### config.mk
export PLATFORM = sky130hd
export DESIGN_NAME = hdmi_pattern_gen
export DESIGN_NICKNAME = d
export VERILOG_FILES = /design/src/rtl/hdmi_pattern_gen.sv
export SDC_FILE = /design/constraint.sdc
export NUM_CORES = 1
export LEC_CHECK = 0
export CORE_MARGIN = 3
export CORE_UTILIZATION = 35
export DETAILED_ROUTE_END_ITERATION = 7
export GPL_ROUTABILITY_DRIVEN = 1
export GPL_TIMING_DRIVEN = 0
export HOLD_SLACK_MARGIN = 0.15
export PLACE_DENSITY = 0.59
export SYNTH_ARGS = -nofsm -noshare
export SYNTH_HDL_FRONTEND = slang
export SYNTH_SLANG_ARGS = --single-unit
### constraint.sdc
create_clock -name pixclk -period 4 [get_ports pixclk]
set_clock_uncertainty 0.15 [all_clocks]
set_input_delay 0.4 -clock pixclk [delete_from_list [all_inputs] [get_ports pixclk]]
set_output_delay 0.4 -clock pixclk [all_outputs]
set_load 0.01 [all_outputs]
### src/rtl/hdmi_pattern_gen.sv
// hdmi_pattern_gen: video timing and test-pattern generator, one pixel per pixclk
// Ports:
//   pixclk             pixel clock, all logic on its rising edge
//   rst                synchronous active-high reset
//   mode[1:0]          pattern: 0 ramp, 1 colour bars, 2 checkerboard, 3 animated
//   red/green/blue     pixel colour, zero outside active video
//   hsync/vsync        sync pulses, asserted level SYNC_ACT
//   de                 active-video flag
//   frame_start        one-cycle pulse on pixel (0,0)
//   x[11:0]/y[10:0]    position of the pixel currently on the outputs
module hdmi_pattern_gen #(
    parameter int   H_ACTIVE = 640,
    parameter int   H_FP     = 16,
    parameter int   H_SYNC   = 96,
    parameter int   H_BP     = 48,
    parameter int   V_ACTIVE = 480,
    parameter int   V_FP     = 10,
    parameter int   V_SYNC   = 2,
    parameter int   V_BP     = 33,
    parameter logic SYNC_ACT = 1'b0,
    parameter int   COLOR_W  = 8
) (
    input  logic               pixclk,
    input  logic               rst,
    input  logic [1:0]         mode,
    output logic [COLOR_W-1:0] red,
    output logic [COLOR_W-1:0] green,
    output logic [COLOR_W-1:0] blue,
    output logic               hsync,
    output logic               vsync,
    output logic               de,
    output logic               frame_start,
    output logic [11:0]        x,
    output logic [10:0]        y
);
    localparam logic [11:0] H_LAST   = 12'(H_ACTIVE + H_FP + H_SYNC + H_BP - 1);
    localparam logic [11:0] H_ACT    = 12'(H_ACTIVE);
    localparam logic [11:0] HS_BEG   = 12'(H_ACTIVE + H_FP);
    localparam logic [11:0] HS_END   = 12'(H_ACTIVE + H_FP + H_SYNC);
    localparam logic [10:0] V_LAST   = 11'(V_ACTIVE + V_FP + V_SYNC + V_BP - 1);
    localparam logic [10:0] V_ACT    = 11'(V_ACTIVE);
    localparam logic [10:0] VS_BEG   = 11'(V_ACTIVE + V_FP);
    localparam logic [10:0] VS_END   = 11'(V_ACTIVE + V_FP + V_SYNC);
    localparam logic [11:0] BAR_LAST = 12'(H_ACTIVE / 8 - 1);
    localparam logic [COLOR_W-1:0] F = {COLOR_W{1'b1}};

    logic [11:0]        h, bar_px;
    logic [10:0]        v;
    logic [7:0]         frame_cnt;
    logic [2:0]         bar_idx;
    logic [1:0]         mode_q, mode_eff;
    logic               first, act;
    logic [COLOR_W-1:0] fc, chk, r_n, g_n, b_n;

    // Pixel (0,0) uses the live mode input so a new mode lands exactly on the frame boundary.
    always_comb begin
        first    = h == 12'd0 && v == 11'd0;
        mode_eff = first ? mode : mode_q;
        act      = h < H_ACT && v < V_ACT;
        fc       = COLOR_W'(frame_cnt);
        chk      = (h[5] ^ v[5]) ? F : '0;
        r_n = mode_eff == 2'd0 ? COLOR_W'(h) : mode_eff == 2'd1 ? (bar_idx[1] ? '0 : F) :
              mode_eff == 2'd2 ? chk : COLOR_W'(h) + fc;
        g_n = mode_eff == 2'd0 ? COLOR_W'(h) : mode_eff == 2'd1 ? (bar_idx[2] ? '0 : F) :
              mode_eff == 2'd2 ? chk : COLOR_W'(v);
        b_n = mode_eff == 2'd0 ? COLOR_W'(h) : mode_eff == 2'd1 ? (bar_idx[0] ? '0 : F) :
              mode_eff == 2'd2 ? chk : fc;
    end

    always_ff @(posedge pixclk) begin
        if (rst) begin
            h           <= '0;
            v           <= '0;
            frame_cnt   <= '0;
            mode_q      <= '0;
            bar_px      <= '0;
            bar_idx     <= '0;
            red         <= '0;
            green       <= '0;
            blue        <= '0;
            hsync       <= ~SYNC_ACT;
            vsync       <= ~SYNC_ACT;
            de          <= 1'b0;
            frame_start <= 1'b0;
            x           <= '0;
            y           <= '0;
        end else begin
            h <= h == H_LAST ? 12'd0 : h + 12'd1;
            if (h == H_LAST)
                v <= v == V_LAST ? 11'd0 : v + 11'd1;
            if (h == H_LAST && v == V_LAST)
                frame_cnt <= frame_cnt + 8'd1;
            if (first)
                mode_q <= mode;
            // Bar index tracks h/BAR_W incrementally; it free-runs through blanking where de masks it.
            if (h == H_LAST) begin
                bar_px  <= '0;
                bar_idx <= '0;
            end else if (bar_px == BAR_LAST) begin
                bar_px  <= '0;
                bar_idx <= bar_idx + 3'd1;
            end else begin
                bar_px <= bar_px + 12'd1;
            end
            red         <= act ? r_n : '0;
            green       <= act ? g_n : '0;
            blue        <= act ? b_n : '0;
            hsync       <= (h >= HS_BEG && h < HS_END) ? SYNC_ACT : ~SYNC_ACT;
            vsync       <= (v >= VS_BEG && v < VS_END) ? SYNC_ACT : ~SYNC_ACT;
            de          <= act;
            frame_start <= first;
            x           <= h;
            y           <= v;
        end
    end
endmodule

==> results of run 1 <==
==> where the power goes <==
group | internal (µW) | leakage, µW | switching (µW)
clock network | 452 | 0.000143 | 385
logic | 82.5 | 0.000969 | 90.3
registers | 1020 | 0.000803 | 16.6
total | 1550 | 0.00192 | 492
==> logic make-up after synthesis <==
| kind of cell | after synthesis | share of synthesized area [%] |
|---|---|---|
| xor gates and xnor gates | 44 | 9.43 |
| DFF | 99 | 48.5 |
| adders and majority gates | 15 | 4.78 |
| AOI/OAI and AO/OA | 45 | 6.77 |
| and+or+nand+nor | 206 | 24.9 |
| muxes | 6 | 1.68 |
| buffers and inverters | 38 | 3.92 |
==> metrics by stage <==
step / utilization (%) / instance area, µm² / power [µW] / setup WS (ns) / hold slack [ns]
6_report: 45.8 / 5100 / 2040 / 1.20 / 0.330
5_1_grt: 45.8 / 5100 / 2130 / 0.910 / 0.352
4_1_cts: 45.8 / 5100 / 2060 / 1.18 / 0.332
3_5_place_dp: 43.2 / 4800 / 1230 / 1.21 / 0.315
3_3_place_gp: 43.2 / 4800 / 1230 / 1.20 / 0.297
2_1_floorplan: - / 4090 / 1150 / 1.53 / 0.280
==> cells in the final DEF, fill, tap and decap left out, types with 2 or more instances in the layout <==
master,instances
clkbuf_1,13
or3_1,2
nand4_1,13
nor3_1,6
and2_1,3
nand2_1,41
nand2b_1,6
nand3_1,21
buf_1,3
clkdlybuf4s50_1,54
dfxtp_1,99
nor4b_1,2
o211ai_1,2
nor2_1,71
o21ai_0,5
ha_1,14
nor4_1,2
mux2i_1,4
a21oi_1,10
a21oi_2,3
nor2b_1,21
xnor2_1,18
inv_8,2
clkbuf_16,9
xor2_1,26
inv_1,15
and3_1,9
buf_2,5
and4_1,2
a31oi_1,23
clkinv_4,2
==> flip-flops by register name (all words and copies together), names as in the netlist <==
register / flops
bar_px: 12
h: 12
x: 12
v: 11
y: 11
blue: 8
fc: 8
green: 8
red: 8
bar_idx: 3
mode_q: 2
de: 1
frame_start: 1
hsync: 1
vsync: 1
==> layout make-up <==
class | instances | area, µm² | share of cell area, %
inverter | 15 | 56.3 | 1.10
multi-input combinational | 316 | 1940 | 38.1
buffer | 23 | 104 | 2.04
clock inverter | 6 | 56.3 | 1.10
clock buffer | 10 | 239 | 4.69
tap | 140 | 175 | 3.44
timing repair buffer | 54 | 541 | 10.6
sequential | 99 | 1980 | 38.9
==> synthesized netlist by cell type (all sizes together), types with 3 or more instances <==
cell / n
inv: 15
ha: 14
nand3: 21
a21oi: 13
nor3: 6
and3: 9
nand4: 13
nand2b: 6
buf: 10
o21ai: 5
a31oi: 23
nand2: 41
and2: 3
nor2: 71
xnor2: 18
dfxtp: 99
xor2: 26
mux2i: 5
clkbuf: 13
nor4: 3
nor2b: 21
==> path summary, 6_finish.rpt <==
| path | startpoint | to | slack (ns) | cells past startpoint |
|---|---|---|---|---|
| setup / recovery | h[6] | green[3] | 1.20 | 8 |
| hold / removal | bar_px[0] | bar_px[0] | 0.33 | 1 |
| setup reg to reg | h[6] | green[3] | 1.20 | 8 |
| hold reg to reg | bar_px[0] | bar_px[0] | 0.33 | 1 |
==> metal layers <==
| metal | share of wire [%] | routed length [µm] | vias up | GRT usage, % |
|---|---|---|---|---|
| li1 | - | - | 1657 | - |
| met1 | 48 | 4400 | 1473 | 19.5 |
| met2 | 45 | 4180 | 79 | 24.1 |
| met3 | 5.1 | 469 | 8 | 3.70 |
| met4 | 1.6 | 143 | 0 | 5.07 |
| met5 | 0 | 0 | - | 0 |
==> impl_results.md, run 1 <==
- Final Hold Vio Count: 0
- Final setup fails: 0
- Async S/R FF share, synth: 0%
- Post-DP HPWL: 6950 µm
- Mapped Nets: 472
- Largest net degree at the start of global routing: 19
- Total gr overflow: 0
- Least-Margin Pin Slew: 0.889 ns
- Nets: 537
- Clock Tree Buf Depth: 2
- Area contributors post-synth: dfxtp_1 (48%), nor2_1 (6.5%), xor2_1 (5.6%)
- Layout cells sized above 1: 5.93%
- Initial DRC count: 198
- Die H: 114 µm
- Number of iterations in the first detailed-routing pass: 4
- Top-area cell type share of the netlist area: 48.5%
- Rel. slew slack: 40.6%
- CTS root buf: clkbuf_16
- Synth Area per Inst: 9.02 µm²
- Mapped cell area: 4090 µm²
- Routed Antenna Nets: 0
- IO buf count: 54
- Post_cts resized: 0
- Crit path launch type: flip-flop
- Post-synth EDFFs: 0
- Crit path DAT: 2.91 ns
- Die width: 114 µm
- Core area: 11100 µm²
- Area Overhead vs Synth: 24.7%
- Total Wirelength: 9200 µm
- Crit path largest cell delay: 0.57 ns
- Biggest area consumer among synthesized cells: dfxtp_1
- CP required: 4.11 ns
- Cts hold-fix bufs: 0
- IO Pins: 55
- First-pass GRT wire length: 15500 µm
- Ys Warns: 0
- Synth unique cells: 41
- Cells after DPL: 647
- #FFs+latches synth: 99
- RSZ-0062 raised after global routing: no
- Cells after Synth: 453
- Final TNS setup: 0 ns
- Static leakage: 0.00192 µW
- Vias in the first global route: 3135
- CP endpoint kind: flip-flop
- Register area share after synthesis: 48.5%
- Drt wl/cell: 13.9 µm
- Worst-path clk slew: 0.07 ns
- Post-CTS setup buffer count: 0
- Final Cycle Share: 70.1%
- FMAX: 0.357 GHz
- Clock latency on the worst-skew pair: 0.34 ns
- H-tree depth: 3
- Status: completed
- Fillers: 1120
- Max VDD drop: 0.000308 V
- PD cells: 401 nW/µm²
- GRT Overall Usage: 14.9%
- Vias: 3217
- CTS tree: done
- Num rows: 38
- Final Non-Filler Cells: 663
- Slew Limit Fails: 0
- Final worst path period need: 2.80 ns
- Dominant synthesized flop cell: dfxtp_1
- Slowest stage cell, crit path: or4_4
- GPL Wtd Cong: 0.869
- CP Cell Sequence: or4_4, and4bb_1, and4_1, buf_4, mux2i_1, buf_2, nand2_1, a31oi_1
- Initial antenna violation count: 0
- # diodes: 0
- Max-Cap Viols: 0
- Min-Delay Path Class: flip-flop to flip-flop
- Die footprint: 13000 µm²
- Via/cell ratio: 4.85
- WP buf/inv: 2
- Max FO, Critical Path: 10
- CTS buffer count: 9
- Initial core utilization: 36.7%
- CTS sink cnt: 99
- Critical path class: flip-flop to flip-flop
- DR DRC count: 0
- CP delay by family, top: simple AND/OR/NAND/NOR gates
No activity file was read; power rests on OpenSTA's default activity.
==> run 2, diff against run 1 <==
--- a/config.mk
+++ b/config.mk
@@ -11,7 +11,7 @@
 export GPL_ROUTABILITY_DRIVEN = 1
 export GPL_TIMING_DRIVEN = 0
 export HOLD_SLACK_MARGIN = 0.15
-export PLACE_DENSITY = 0.59
+export PLACE_DENSITY = 0.61
 export SYNTH_ARGS = -nofsm -noshare
 export SYNTH_HDL_FRONTEND = slang
 export SYNTH_SLANG_ARGS = --single-unit
==> constraint.sdc (replaced) <==
create_clock -name pixclk -period 2.3 [get_ports pixclk]
set_clock_uncertainty 0.15 [all_clocks]
set_input_delay 0.23 -clock pixclk [delete_from_list [all_inputs] [get_ports pixclk]]
set_output_delay 0.23 -clock pixclk [all_outputs]
set_load 0.01 [all_outputs]
==> impl_results.md, run 2 (synthesis gave the netlist of run 1 again) <==
- Vias: 3343
- Failing checks: negative setup slack
- Reg-to-Reg End: green[2]
- Total Wirelength: 9810 µm
- Final Hold Vio Count: 0
- Static leakage: 0.00206 µW
- Worst-path clk slew: 0.07 ns
- Reg2Reg Setup Slack: -0.17 ns
- Layout cells sized above 1: 16.8%
- Drt wl/cell: 14.5 µm
- CTS tree: done
- Num rows: 38
- Core area: 11100 µm²
- Commonest cells after routing, fill and taps aside: dfxtp_1 (94), nor2_1 (70), clkdlybuf4s50_1 (54)
- Nets: 551
- Number of iterations in the first detailed-routing pass: 4
- Vias in the first global route: 3206
- Net load switching power: 869 µW
- Post-DP HPWL: 7070 µm
- FMAX: 0.406 GHz
- Clock Tree Buf Depth: 2
- Fin worst setup slack: -0.166 ns
- GPL Wtd Cong: 0.811
- Least-Margin Pin Slew: 0.801 ns
- Crit path DAT: 2.59 ns
- GRT Overall Usage: 15.7%
- Die H: 114 µm
- Final TNS setup: -3.05 ns
- Initial DRC count: 146
- H-tree depth: 3
- Part of the power in registers: 47.1%
- First-pass GRT wire length: 16100 µm
- Worst Setup SP: h[5]
- Slew Limit Fails: 0
- DP Worst Slack: -0.428 ns
- Initial antenna violation count: 0
- Crit path launch type: flip-flop
- Largest registers: bar_px: 12 flops, h: 12 flops, x: 12 flops
- CTS buffer count: 9
- IO buf count: 54
- Area Overhead vs Synth: 34.3%
- CP endpoint: green[2]
- Die width: 114 µm
- CP required: 2.42 ns
- CP endpoint kind: flip-flop
- Largest net degree at the start of global routing: 18
- Die footprint: 13000 µm²
- Critical path class: flip-flop to flip-flop
- Max-Cap Viols: 0
- Gate power share: 9.7%
- Clock latency on the worst-skew pair: 0.35 ns
- Final worst path period need: 2.47 ns
- PD cells: 694 nW/µm²
- # diodes: 0
- Routed Antenna Nets: 0
- Initial core utilization: 36.7%
- Final Cycle Share: 107%
- Int Pwr: 2940 µW
- Fillers: 1032
- Status: finished with violations
- DR DRC count: 0
- CTS root buf: clkbuf_16
- CTS sink cnt: 99
- Most common cell after layout, fill and taps aside: dfxtp_1
- Final setup fails: 24
- Min-Delay Path Class: flip-flop to flip-flop
- Max FO, Critical Path: 7
- RSZ-0062 raised after global routing: yes
- IO Pins: 55
- R2r startpoint: h[5]
- Switching Share: 22.8%
- Max VDD drop: 0.000420 V
- Via/cell ratio: 4.94
- Rel. slew slack: 46.3%
- R2R depth: 9
- Total gr overflow: 0
- Clock share of power: 43.2%
[run 2: timing repair]
action | CTS | global route
hold buffers | 0 | 0
endpoints found under the setup margin | 68 | 41
pin swaps | 23 | 10
resized for setup | 40 | 22
buffers inserted | 11 | 3
gates cloned | 2 | 0
[run 2: power groups by stage]
stage               Clock, µW  Combinational (µW)  Sequential [µW]
floorplan                   0                 165             1860
global placement            0                 317             1840
detailed placement          0                 322             1840
CTS                      1680                 352             1790
global route             1740                 395             1800
finish                   1650                 368             1790
[run 2: how the worst min path moves through the flow]
stage | depth (start not counted) | slack (ns) | end | start
after global placement | 1 | 0.29 | bar_px[0] | bar_px[0]
after CTS | 1 | 0.33 | bar_px[0] | bar_px[0]
after floorplan | 2 | 0.23 | mode_q[0] | mode[0]
after detailed placement | 1 | 0.32 | bar_px[0] | bar_px[0]
after global routing | 1 | 0.34 | h[0] | h[0]
final | 1 | 0.32 | h[0] | h[0]
[run 2: worst max-delay path: stages (launching register included)]
cell,delay [ns]
dfxtp_4,0.35
or4_4,0.51
and4bb_1,0.28
and4_1,0.19
buf_6,0.14
mux2i_4,0.24
buf_12,0.15
buf_8,0.12
nand2_2,0.05
a31oi_1,0.19
[run 2: per-layer routing]
layer | wire length, µm | share of wire [%] | GRT usage [%] | vias up
li1 | - | - | - | 1681
met1 | 4390 | 45 | 19.5 | 1558
met2 | 4650 | 47 | 26.1 | 80
met3 | 504 | 5.1 | 3.70 | 24
met4 | 265 | 2.7 | 6.97 | 0
met5 | 0 | 0 | 0 | -
[run 2: cell type report]
cell class              instances  area, µm²  area share (%)
clock buffers                  10        239            4.35
inverters                      15       56.3            1.03
well taps                     140        175            3.19
clock inverters                 6       93.8            1.71
plain buffers                  21        126            2.30
repair buffers                 70        688            12.5
flip-flops and latches         99       2000            36.4
multi-input cells             316       2110            38.5
[run 2: per-stage QoR]
step | cells | hold slack (ns) | total power [µW] | cell area (µm²) | util [%]
global placement | 647 | 0.294 | 2150 | 4850 | 43.6
global route | 677 | 0.342 | 3940 | 5490 | 49.3
CTS | 674 | 0.334 | 3830 | 5390 | 48.4
floorplan | 453 | 0.227 | 2020 | 4140 | -
detailed placement | 647 | 0.319 | 2160 | 4850 | 43.6
finish | 677 | 0.325 | 3810 | 5490 | 49.3
==> patch 1: new RTL, flow settings as in run 2 <==
The parameter `V_FP` goes from 10 to 5.
--- a/src/rtl/hdmi_pattern_gen.sv
+++ b/src/rtl/hdmi_pattern_gen.sv
@@ -14,7 +14,7 @@
     parameter int   H_SYNC   = 96,
     parameter int   H_BP     = 48,
     parameter int   V_ACTIVE = 480,
-    parameter int   V_FP     = 10,
+    parameter int   V_FP     = 5,
     parameter int   V_SYNC   = 2,
     parameter int   V_BP     = 33,
     parameter logic SYNC_ACT = 1'b0,
Check against the original RTL: same outputs for any inputs over 10 cycles, from zero or initial values and one cycle with rst high; that may be too few to reach the edited logic, so the function may still have changed.
==> patch 1 against run 2 <==
The run still ends with negative setup slack left. Wire length increased by 7.3%. Die area decreased by 0.15%. Synthesized area decreased by 0.15%. Total power increased by 0.96%. Sequential cell count unchanged. Worst setup slack got worse by 0.025 ns. Final area increased by 4.5%. Critical path type unchanged.
==> patch 1: results (changes against run 2) <==
| Metric | Value |
|---|---|
| Status | finished with violations (unchanged) |
| Failing checks | negative setup slack (unchanged) |
| Sequential share of power | 0.473 (was 0.471) |
| Die area | 0.0130 mm² (about the same) |
| Power Clock | 0.00138 W (was 0.00165 W) |
| Fin nets | 563 (was 551) |
| Cell internal pwr | 0.00286 W (was 0.00294 W) |
| Slew headroom | 0.500 (was 0.463) |
| Peak VDD IR | 0.000459 V (was 0.000420 V) |
| Crit Path Max Fanout | 4 (was 7) |
| First-pass GRT wire length | 16.6 mm (was 16.1 mm) |
| Final setup TNS | -3.58 ns (was -3.05 ns) |
| Share of post-route cells with drive strength above 1 | 0.230 (was 0.168) |
| Reg clk slew, reported paths | 0.07 ns (about the same) |
| R2r setup slk | -0.19 ns (was -0.17 ns) |
| Synth top area cells | dfxtp_1 49%, nor2_1 6.2%, xor2_1 5.6% (was dfxtp_1 48%, nor2_1 6.5%, xor2_1 5.6%) |
| Static Leak | 2.18 nW (was 2.06 nW) |
| Fillcell total | 1017 (was 1032) |
| Final setup violation count | 24 (unchanged) |
| Tot GR Track Use | 0.163 (was 0.157) |
| Slowest cell on the critical path | mux2i_4 (was or4_4) |
| Min-delay src | bar_px[0] (was h[0]) |
| Drt wl/cell | 15.3 µm (was 14.5 µm) |
| Largest registers | bar_px x12, h x12, x x12 (unchanged) |
| Vias in the first global route | 3278 (was 3206) |
| Async S/R FF share, synth | 0 (unchanged) |
| Hold endpoint | bar_px[0] (was h[0]) |
| Initial DRC count | 154 (was 146) |
| Worst setup path startpoint | v[5] (was h[5]) |
| Worst R2R End | red[1] (was green[2]) |
| Slowest Stage Delay on Critical Path | 0.33 ns (was 0.51 ns) |
| Sequential area share after synthesis | 0.486 (was 0.485) |
| Synth cell count leaders | 99 x dfxtp_1, 67 x nor2_1, 40 x nand2_1, 31 x a21oi_1, 26 x xor2_1 (was 99 x dfxtp_1, 71 x nor2_1, 41 x nand2_1, 26 x xor2_1, 23 x a31oi_1) |
| Largest net degree at the start of global routing | 16 (was 18) |
| Worst Slack Setup Final | -0.191 ns (was -0.166 ns) |
| Netlist cell types | 39 (was 41) |
| Placer's final routability congestion estimate | 0.818 (was 0.811) |
| Hpwl dp | 6.99 mm (was 7.07 mm) |
| Syn Nets | 468 (was 472) |
| Via count | 3404 (was 3343) |
patch 1: cell count changes after synthesis, moves of 3 or more:
cell / run 2 / this run
a31oi_1: 23 / 0
a21oi_1: 10 / 31
inv_1: 15 / 10
o21ai_1: 0 / 5
nor2_1: 71 / 67
a21oi_2: 3 / 0
and3_1: 9 / 12
nand3b_1: 0 / 3
o211a_1: 0 / 3
o21ai_0: 5 / 8
patch 1: cell families (layout without fill, tap and decap cells):
group	after synthesis	count (layout)	synth area share
simple gates	201	202	0.249
flops	99	99	0.486
compound gates	52	52	0.0715
xor+xnor	45	45	0.0966
buf+inv	29	127	0.0313
fa+ha+maj	16	16	0.0509
mux	6	6	0.0147
patch 1: layout make-up:
type	instances	area (µm²)	area share
Sequential cell	99	2010	0.351
Clock buffer	11	243	0.0423
Tap cell	140	175	0.0305
Clock inverter	4	27.5	0.00480
Timing Repair Buffer	88	827	0.144
Buffer	14	105	0.0183
Multi-Input combinational cell	321	2300	0.400
Inverter	10	50.0	0.00873
patch 1: metrics by stage:
stage                     hold WS (ns)  area, µm²  instances  total power, W  setup WS (ns)
final                            0.304       5730        687         0.00385         -0.191
after global placement           0.278       4860        642         0.00231         -0.848
after CTS                        0.309       5410        672         0.00380         -0.118
after global routing             0.350       5730        687         0.00399         -0.250
after detailed placement         0.297       4860        642         0.00232         -0.838
after floorplan                  0.163       4150        448         0.00209        -0.0423
patch 1: timing repair:
item / CTS / global route
setup buffers: 14 / 19
setup endpoints to repair: 65 / 60
resized for setup: 41 / 59
pin swaps: 7 / 17
cloned: 2 / 0
patch 1: metal layers:
metal  part of all wire  up-vias  wire length, µm  track usage
met2               0.48       71             5070        0.260
li1                   -     1702                -            -
met5                  0        -                0            0
met3              0.039       13              411       0.0377
met1               0.46     1618             4840        0.211
met4              0.019        0              204       0.0744
==> patch 2: new RTL, settings of run 2 <==
Made on the original files. Make the reset (`rst`) asynchronous in one clocked block. Comments in the files are not updated.
--- a/src/rtl/hdmi_pattern_gen.sv
+++ b/src/rtl/hdmi_pattern_gen.sv
@@ -67,7 +67,7 @@
               mode_eff == 2'd2 ? chk : fc;
     end
 
-    always_ff @(posedge pixclk) begin
+    always_ff @(posedge pixclk or posedge rst) begin
         if (rst) begin
             h           <= '0;
             v           <= '0;
Formal check against the unedited RTL: differs if rst is asserted again (counterexample within 4 cycles, from zero or initial values and one cycle with rst high); with rst held inactive, the same outputs for 10 cycles.
==> patch 2 against run 2 <==
The run still ends with negative setup slack left. Total power down 9.7%. Wire length is 0.66% higher. Critical endpoint is now green[3]. Synthesized area rose by 7.4%. Non-clock buffer count decreased by 1. Sequential cell count stayed put. Worst setup slack lost 0.54 ns. Global-route usage is 0.67 points lower. Final area increased by 6.1%. Die area grew 7.0%.
==> patch 2: results (changes against run 2) <==
| Metric | Value |
|---|---|
| Status | finished with violations (unchanged) |
| Failing checks | negative setup slack (unchanged) |
| Worst Slack Setup Final | -0.701 ns (was -0.166 ns) |
| Post-Place Cells | 583 (was 647) |
| ClkCell Share | 0.0516 (was 0.0606) |
| Fraction of area in multi-input gates | 0.330 (was 0.385) |
| Share of post-route cells with drive strength above 1 | 0.217 (was 0.168) |
| Average size of a mapped cell | 12.2 µm² (was 9.02 µm²) |
| Comb_multi_in | 235 (was 316) |
| Vias in the first global route | 3243 (was 3206) |
| Placed Area | 0.00523 mm² (was 0.00485 mm²) |
| Signal buffers | 90 (was 91) |
| Switching portion of total power | 0.211 (was 0.228) |
| Tot GR Track Use | 0.151 (was 0.157) |
| Hpwl dp | 6.91 mm (was 7.07 mm) |
| Clkbuf count | 13 (was 10) |
| Netlist cell types | 53 (was 41) |
| Initial DRC count | 213 (was 146) |
| Sequential share of cell area | 0.427 (was 0.364) |
| Finished Layout Cells | 620 (was 677) |
| Final-layout non-clock buffer area share | 0.147 (was 0.148) |
| Inverter count | 12 (was 15) |
| Sequential area share after synthesis | 0.565 (was 0.485) |
| Drt wl/cell | 15.9 µm (was 14.5 µm) |
| Origin of the critical flop-to-flop path | h[6] (was h[5]) |
| Fin nets | 466 (was 551) |
| Pre-CTS WS | -1.29 ns (was -0.428 ns) |
| H-tree Lvls | 3 (unchanged) |
| Power Clock | 0.00147 W (was 0.00165 W) |
| Vias/cell | 5.02 (was 4.94) |
| Peak VDD IR | 0.000257 V (was 0.000420 V) |
| Synth cell count leaders | 97 x dfrtp_1, 30 x nor2_1, 24 x xnor2_1, 22 x nand2_1, 20 x o221a_1 (was 99 x dfxtp_1, 71 x nor2_1, 41 x nand2_1, 26 x xor2_1, 23 x a31oi_1) |
| CP arrival | 3.12 ns (was 2.59 ns) |
| Async S/R FF share, synth | 1.00 (was 0) |
| Static Leak | 2.58 nW (was 2.06 nW) |
| Hold crit path type | in -> async (was reg -> reg) |
| Slew headroom | 0.555 (was 0.463) |
| Min Hold Slack | 0.163 ns (was 0.325 ns) |
| R2r worst-path depth | 7 (was 9) |
| Largest net degree at the start of global routing | 42 (was 18) |
| Synth top area cells | dfrtp_1 55%, o221a_1 5.1%, xnor2_1 4.8% (was dfxtp_1 48%, nor2_1 6.5%, xor2_1 5.6%) |
| First-pass GRT wire length | 16.9 mm (was 16.1 mm) |
| Finished Cell Area | 0.00582 mm² (was 0.00549 mm²) |
| First-pass iteration count of the detailed router | 5 (was 4) |
| Fillcell total | 1111 (was 1032) |
| Final setup violation count | 50 (was 24) |
| Flip-flop and latch count | 99 (unchanged) |
| Site Rows | 40 (was 38) |
| Slowest Stage Delay on Critical Path | 0.56 ns (was 0.51 ns) |
==> patch 2: layer usage <==
metal  wire length, µm  share of wire  track usage  vias up
met4               142          0.014       0.0498        0
met5                 0              0            0        -
li1                  -              -            -     1465
met1              4650           0.47        0.205     1553
met3               431          0.044       0.0370       17
met2              4650           0.47        0.236       76
==> patch 2: through the flow <==
step / total power, W / TNS (ns)
final: 0.00344 / -18.76
after global routing: 0.00357 / -23.28
after CTS: 0.00348 / -20.68
after detailed placement: 0.00201 / -35.90
after global placement: 0.00200 / -56.99
after floorplan: 0.00191 / -19.46
==> patch 2: kinds of logic after synthesis <==
logic type / count (synthesis) / synth area share
simple gates: 120 / 0.147
flops: 99 / 0.565
compound gates: 49 / 0.109
xor+xnor: 41 / 0.0818
buf+inv: 26 / 0.0302
fa+ha+maj: 15 / 0.0445
mux: 9 / 0.0228
==> patch 2: repair_timing <==
item,CTS,global route
setup endpoints to repair,61,55
gates resized for setup,30,10
buffers inserted,18,6
cloned,1,0
pin swaps,15,9
